<file path="config.mk">
export PLATFORM = sky130hd
export DESIGN_NAME = diffeq_controller
export DESIGN_NICKNAME = d
export VERILOG_FILES = /design/src/rtl/diffeq_controller.sv
export SDC_FILE = /design/constraint.sdc
export NUM_CORES = 1
export LEC_CHECK = 0
export BUFFER_PORTS_ARGS = -buffer_cell sky130_fd_sc_hd__buf_4
export CAP_MARGIN = 5
export CORE_ASPECT_RATIO = 0.9
export CORE_UTILIZATION = 30
export DETAILED_ROUTE_END_ITERATION = 10
export HOLD_SLACK_MARGIN = 0.03
export SLEW_MARGIN = 20
export SYNTH_ARGS = -nofsm -noshare
export SYNTH_HDL_FRONTEND = slang
export SYNTH_SLANG_ARGS = --single-unit
export TNS_END_PERCENT = 5
</file>
<file path="constraint.sdc">
create_clock -name clk -period 4.7 [get_ports clk]
set_input_delay 0.94 -clock clk [delete_from_list [all_inputs] [get_ports clk]]
set_output_delay 0.94 -clock clk [all_outputs]
set_load 0.03 [all_outputs]
</file>
<file path="src/rtl/diffeq_controller.sv">
// diffeq_controller
//
// Sequencing FSM for the differential-equation solver datapath. On a start
// request it streams four operands into the datapath (x, dx, a, u). It then
// steps the datapath through COMPUTE_1..COMPUTE_4 once per loop iteration
// until the datapath reports that the loop has ended. A watchdog bounds the
// time spent in each COMPUTE state, and an iteration cap bounds the loop.
// Both limits end the run with a sticky error flag.
//
// Parameters
//   MAX_ITER  iteration cap; reaching it ends the run with err_iter
//   ITER_W    width of iter_count (MAX_ITER <= 2^ITER_W - 1)
//   TIMEOUT   max cycles in one COMPUTE state without compute_done (>= 1)
//   TO_W      width of the watchdog counter (TIMEOUT <= 2^TO_W - 1)
//
// Ports
//   clk             rising-edge clock
//   reset           asynchronous, active-high reset
//   start           run request, sampled only in IDLE
//   in_valid        operand on the datapath input bus is valid
//   compute_done    datapath finished the current COMPUTE state
//   continue_while  datapath loop condition, sampled only in COMPUTE_4
//   state           datapath phase encoding (IDLE=000 .. DONE=110)
//   in_ready        high for the whole READ state
//   load_x/dx/a/u   operand load strobes (Mealy on in_valid)
//   busy            high in every state except IDLE
//   done            one-cycle completion pulse in DONE
//   err_timeout     sticky: a watchdog expiry ended the run
//   err_iter        sticky: the iteration cap ended the run
//   iter_count      completed COMPUTE_4 exits in the current run
module diffeq_controller #(
  parameter int MAX_ITER = 255,
  parameter int ITER_W   = 8,
  parameter int TIMEOUT  = 15,
  parameter int TO_W     = 4
) (
  input  logic              clk,
  input  logic              reset,
  input  logic              start,
  input  logic              in_valid,
  input  logic              compute_done,
  input  logic              continue_while,
  output logic [2:0]        state,
  output logic              in_ready,
  output logic              load_x,
  output logic              load_dx,
  output logic              load_a,
  output logic              load_u,
  output logic              busy,
  output logic              done,
  output logic              err_timeout,
  output logic              err_iter,
  output logic [ITER_W-1:0] iter_count
);

  typedef enum logic [2:0] {
    S_IDLE = 3'b000,
    S_READ = 3'b001,
    S_C1   = 3'b010,
    S_C2   = 3'b011,
    S_C3   = 3'b100,
    S_C4   = 3'b101,
    S_DONE = 3'b110
  } state_t;

  localparam logic [TO_W-1:0]   WD_LAST  = TO_W'(TIMEOUT - 1);
  localparam logic [ITER_W-1:0] ITER_CAP = ITER_W'(MAX_ITER);

  state_t              state_q, state_d;
  logic [1:0]          idx_q, idx_d;
  logic [TO_W-1:0]     wd_q, wd_d;
  logic [ITER_W-1:0]   iter_q, iter_d;
  logic [ITER_W-1:0]   iter_inc;
  logic                err_to_q, err_to_d;
  logic                err_it_q, err_it_d;

  assign iter_inc = iter_q + ITER_W'(1);

  // Next-state logic. The watchdog is cleared whenever a COMPUTE state is
  // left on compute_done, which is exactly the entry into the next COMPUTE
  // state (or DONE, where its value is irrelevant).
  always_comb begin
    // NOTE: every variable gets a default before the case so that no path
    // leaves it unassigned, which would otherwise infer a latch.
    state_d  = state_q;
    idx_d    = idx_q;
    wd_d     = wd_q;
    iter_d   = iter_q;
    err_to_d = err_to_q;
    err_it_d = err_it_q;

    case (state_q)
      S_IDLE: begin
        if (start) begin
          state_d  = S_READ;
          idx_d    = 2'd0;
          iter_d   = '0;
          err_to_d = 1'b0;
          err_it_d = 1'b0;
        end
      end

      S_READ: begin
        if (in_valid) begin
          idx_d = idx_q + 2'd1;
          if (idx_q == 2'd3) begin
            state_d = S_C1;
            wd_d    = '0;
          end
        end
      end

      S_C1, S_C2, S_C3, S_C4: begin
        if (compute_done) begin
          wd_d = '0;
          case (state_q)
            S_C1:    state_d = S_C2;
            S_C2:    state_d = S_C3;
            S_C3:    state_d = S_C4;
            default: begin
              iter_d = iter_inc;
              if (!continue_while) begin
                state_d = S_DONE;
              end else if (iter_inc == ITER_CAP) begin
                state_d  = S_DONE;
                err_it_d = 1'b1;
              end else begin
                state_d = S_C1;
              end
            end
          endcase
        end else if (wd_q == WD_LAST) begin
          // The watchdog already covers TIMEOUT cycles in this state.
          state_d  = S_DONE;
          err_to_d = 1'b1;
        end else begin
          wd_d = wd_q + TO_W'(1);
        end
      end

      S_DONE:  state_d = S_IDLE;

      // Covers the unused encoding 111.
      default: state_d = S_IDLE;
    endcase
  end

  always_ff @(posedge clk or posedge reset) begin
    if (reset) begin
      state_q  <= S_IDLE;
      idx_q    <= 2'd0;
      wd_q     <= '0;
      iter_q   <= '0;
      err_to_q <= 1'b0;
      err_it_q <= 1'b0;
    end else begin
      // NOTE: state registers use non-blocking assignments so every flop
      // samples the pre-edge values, independent of statement order.
      state_q  <= state_d;
      idx_q    <= idx_d;
      wd_q     <= wd_d;
      iter_q   <= iter_d;
      err_to_q <= err_to_d;
      err_it_q <= err_it_d;
    end
  end

  // Outputs decoded from registered state; the strobes are Mealy on in_valid.
  assign state       = state_q;
  assign in_ready    = (state_q == S_READ);
  assign busy        = (state_q != S_IDLE);
  assign done        = (state_q == S_DONE);
  assign load_x      = in_ready && (idx_q == 2'd0) && in_valid;
  assign load_dx     = in_ready && (idx_q == 2'd1) && in_valid;
  assign load_a      = in_ready && (idx_q == 2'd2) && in_valid;
  assign load_u      = in_ready && (idx_q == 2'd3) && in_valid;
  assign err_timeout = err_to_q;
  assign err_iter    = err_it_q;
  assign iter_count  = iter_q;

endmodule

</file>
==> qor.txt <==
transition at the pin with the smallest max-transition slack - 0.725 ns
setup slack at placement - 1.82 ns
antenna violations before repair - 0
Final Total Pwr - 0.000798 W
Inserted Clock Buffers - 3
n_diodes - 0
cell depth of the worst min-delay path - 1
leftover overflow at the end of global routing - 0
EDFF count, synth - 0
LEAKAGE - 0.700 nW
flip-flop and latch count after synthesis - 19
placeable core region - 3860 sq um
Power Density - 525 nW/um^2
Peak VDD IR - 0.342 mV
CP Data Arrival Time - 1.99 ns
Crit Reg-Reg Startpoint - state[1]$_DFFE_PP0P_
final wirelength - 3110 microns
most used flip-flop cell after synthesis - sky130_fd_sc_hd__dfrtp_1
unrepaired setup endpoints after global routing - false
sequential element share of the synthesized area - 37.9%
vias in the first global route - 1168
Die Span X - 70.1 microns
post-DP HPWL - 2310 microns
Cell Area, Synth - 1250 sq um
setup_tns - 0 ns
Min-Delay Endpoint - iter_count[7]$_DFFE_PP0P_
count of unresolved DRC violations after routing - 0
input/output buffers - 25
detailed route wirelength on metal2 - 1460 microns
Synth Net Count - 155
number of iterations in the first detailed-routing pass - 4
Hold Crit Class - reg2reg
worst setup path class - in2out
final RePlAce weighted congestion - 0.850
outcome - complete, no violations
cell-by-cell trace of the critical path - buf_4 > nand3_1 > nor3_1 > buf_4
final worst hold slack - 0.533 ns
maximum number of pins on one net before global-route repair - 20
critical path startpoint category - input pin
type of element capturing the critical path - primary output
synthesis-to-finish area growth - 21.4%
cell at the slowest stage of the critical path - sky130_fd_sc_hd__nor3_1
clock tree from TritonCTS - done
Syn Area/Cell - 8.89 sq um
setup slack of the critical path after layout - 1.77 ns
most frequent cell on the critical path - sky130_fd_sc_hd__buf_4
final worst-path cycle share - 62.3%
number of routed nets with antenna violations - 0
hold buffer count at CTS - 0
detailed router's first-iteration violation count - 63
Clk Tree Root Cell - sky130_fd_sc_hd__clkbuf_8
setup violators final - 0
worst skew pair latency - 0.27 ns
source of the worst hold timing path - iter_count[7]$_DFFE_PP0P_
Final Hold Violating Endpoints - 0
nets@finish - 180
met3 routed wirelength - 171 microns
H-tree depth reported by CTS - 1
count of clock tree sinks - 19
clock tree buffer depth - 2
global-route wire length before repair - 5490 microns
worst setup slack for register-to-register paths - 2.67 ns
DIE AREA - 4440 sq um
final core area utilization - 39.4%
Clk pin slew, worst setup/hold paths - 0.08 ns
destination of the worst register-to-register timing path - iter_count[7]$_DFFE_PP0P_
number of ports placed on the die boundary - 26
All-Layer GR Usage - 15.4%
vias per cell - 5.74
highest metal layer with signal wires - met4
data required time at the worst endpoint - 3.76 ns
initial cell density of the core - 32.5%
top fanout value on the critical path - 6
average detailed-routed wire length per instance - 14.7 microns
die outline height - 63.3 microns
maximum operating frequency - 342 MHz
yosys warns - 0
Worst path top cell family by delay - simple AND/OR/NAND/NOR gates
met1 WL - 1400 microns
post-route minimum period - 2.93 ns
setup fix buffers added after clock tree synthesis - 0
routed vias - 1212
highest cell delay on the worst timing path - 0.57 ns
number of placement rows - 21
depth of the most critical reg-to-reg path - 3
count of maximum capacitance violations - 0
proportion of register bits with asynchronous set or reset after synthesis - 100%
post-synthesis cell type count - 40
number of gates given a new drive strength after cts - 0
number of pins with negative max-slew slack in the final report - 0
total buffers and inverters traversed by the critical path - 2
fraction of layout instances using a drive strength above 1 - 19.4%
Cells after Synth - 141
maximum clock skew at final layout - 0.00983 ns
tightest slew margin relative to the limit - 51.6%
cells in the mapped netlist (2+ instances only):
cell type,instances,area [sq um]
sky130_fd_sc_hd__a21oi_1,7,35.0
sky130_fd_sc_hd__a22o_1,4,35.0
sky130_fd_sc_hd__a31oi_1,2,12.5
sky130_fd_sc_hd__a41oi_1,2,17.5
sky130_fd_sc_hd__and2_1,3,18.8
sky130_fd_sc_hd__and3_1,7,43.8
sky130_fd_sc_hd__clkbuf_1,3,11.3
sky130_fd_sc_hd__dfrtp_1,19,475
sky130_fd_sc_hd__ha_1,8,100
sky130_fd_sc_hd__inv_1,9,33.8
sky130_fd_sc_hd__nand2_1,13,48.8
sky130_fd_sc_hd__nand2b_1,3,18.8
sky130_fd_sc_hd__nand3_1,5,25.0
sky130_fd_sc_hd__nor2_1,7,26.3
sky130_fd_sc_hd__nor3_1,2,10.0
sky130_fd_sc_hd__o21ai_0,15,75.1
sky130_fd_sc_hd__o31ai_1,6,45.0
sky130_fd_sc_hd__or3_1,2,12.5
sky130_fd_sc_hd__xnor2_1,2,17.5
sky130_fd_sc_hd__xor2_1,2,17.5
metal layers:
| metal | vias to the layer above | track usage [%] |
|---|---|---|
| met5 | - | 0 |
| met4 | 0 | 6.50 |
| met3 | 11 | 3.68 |
| met2 | 50 | 24.5 |
| met1 | 581 | 20.0 |
| li1 | 570 | - |
worst reg2reg max path: cells and delay by family, from the launching register on:
kind	cells	cell delay [ns]
AOI/OAI and AO/OA	1	0.46
xor gates and xnor gates	1	0.54
DFF	1	0.62
and+or+nand+nor	1	0.30
cell type report:
class / count / area, sq um
tap: 46 / 57.6
timing repair buffer: 25 / 188
clock buffer: 3 / 41.3
clock inverter: 1 / 5.00
inverter: 9 / 33.8
multi-input combinational: 108 / 721
fill: 395 / 2340
sequential: 19 / 475
through the flow:
stage / instance area (sq um) / instances
2_1_floorplan: 1250 / 141
3_3_place_gp: 1480 / 207
3_5_place_dp: 1480 / 207
4_1_cts: 1520 / 211
5_1_grt: 1520 / 211
6_report: 1520 / 211
power breakdown:
group	total, W	internal [W]	leakage [nW]	switching (W)
logic	0.000400	0.000157	0.419	0.000243
clock network	0.000118	0.0000591	0.0255	0.0000592
registers	0.000279	0.000199	0.256	0.0000798
total	0.000798	0.000416	0.700	0.000383
registers in the layout, indices dropped and copies added (netlist names):
register,cells
wd_q,4
state,3
idx_q,2
err_iter,1
iter_count,8
err_timeout,1
cell families after synthesis:
logic type	after synthesis	synth area share (%)
simple gates	47	19.7
flops	19	37.9
fa+ha+maj	9	8.78
buf+inv	14	4.59
mux	1	0.798
compound gates	47	25.4
xor+xnor	4	2.79
placed cells by master (no fill, tap or decap), drive strengths merged, types with 2 or more instances in the layout:
| cell | count |
|---|---|
| a21oi | 7 |
| a22o | 4 |
| a31oi | 2 |
| a41oi | 2 |
| and2 | 3 |
| and3 | 7 |
| buf | 25 |
| clkbuf | 3 |
| dfrtp | 19 |
| ha | 8 |
| inv | 9 |
| nand2 | 13 |
| nand2b | 3 |
| nand3 | 6 |
| nor2 | 7 |
| nor3 | 2 |
| o21ai | 15 |
| o31ai | 6 |
| or3 | 2 |
| xnor2 | 2 |
| xor2 | 2 |
worst max-delay path by stage:
stage | start | to | slack (ns) | cells after the start
after floorplan | in_valid | load_u | 1.82 | 2
after global placement | in_valid | load_u | 1.80 | 4
after detailed placement | in_valid | load_u | 1.82 | 4
after CTS | in_valid | load_u | 1.81 | 4
after global routing | in_valid | load_u | 1.63 | 4
final | in_valid | load_u | 1.77 | 4
Note: power is estimated with default switching activity, not from simulation.
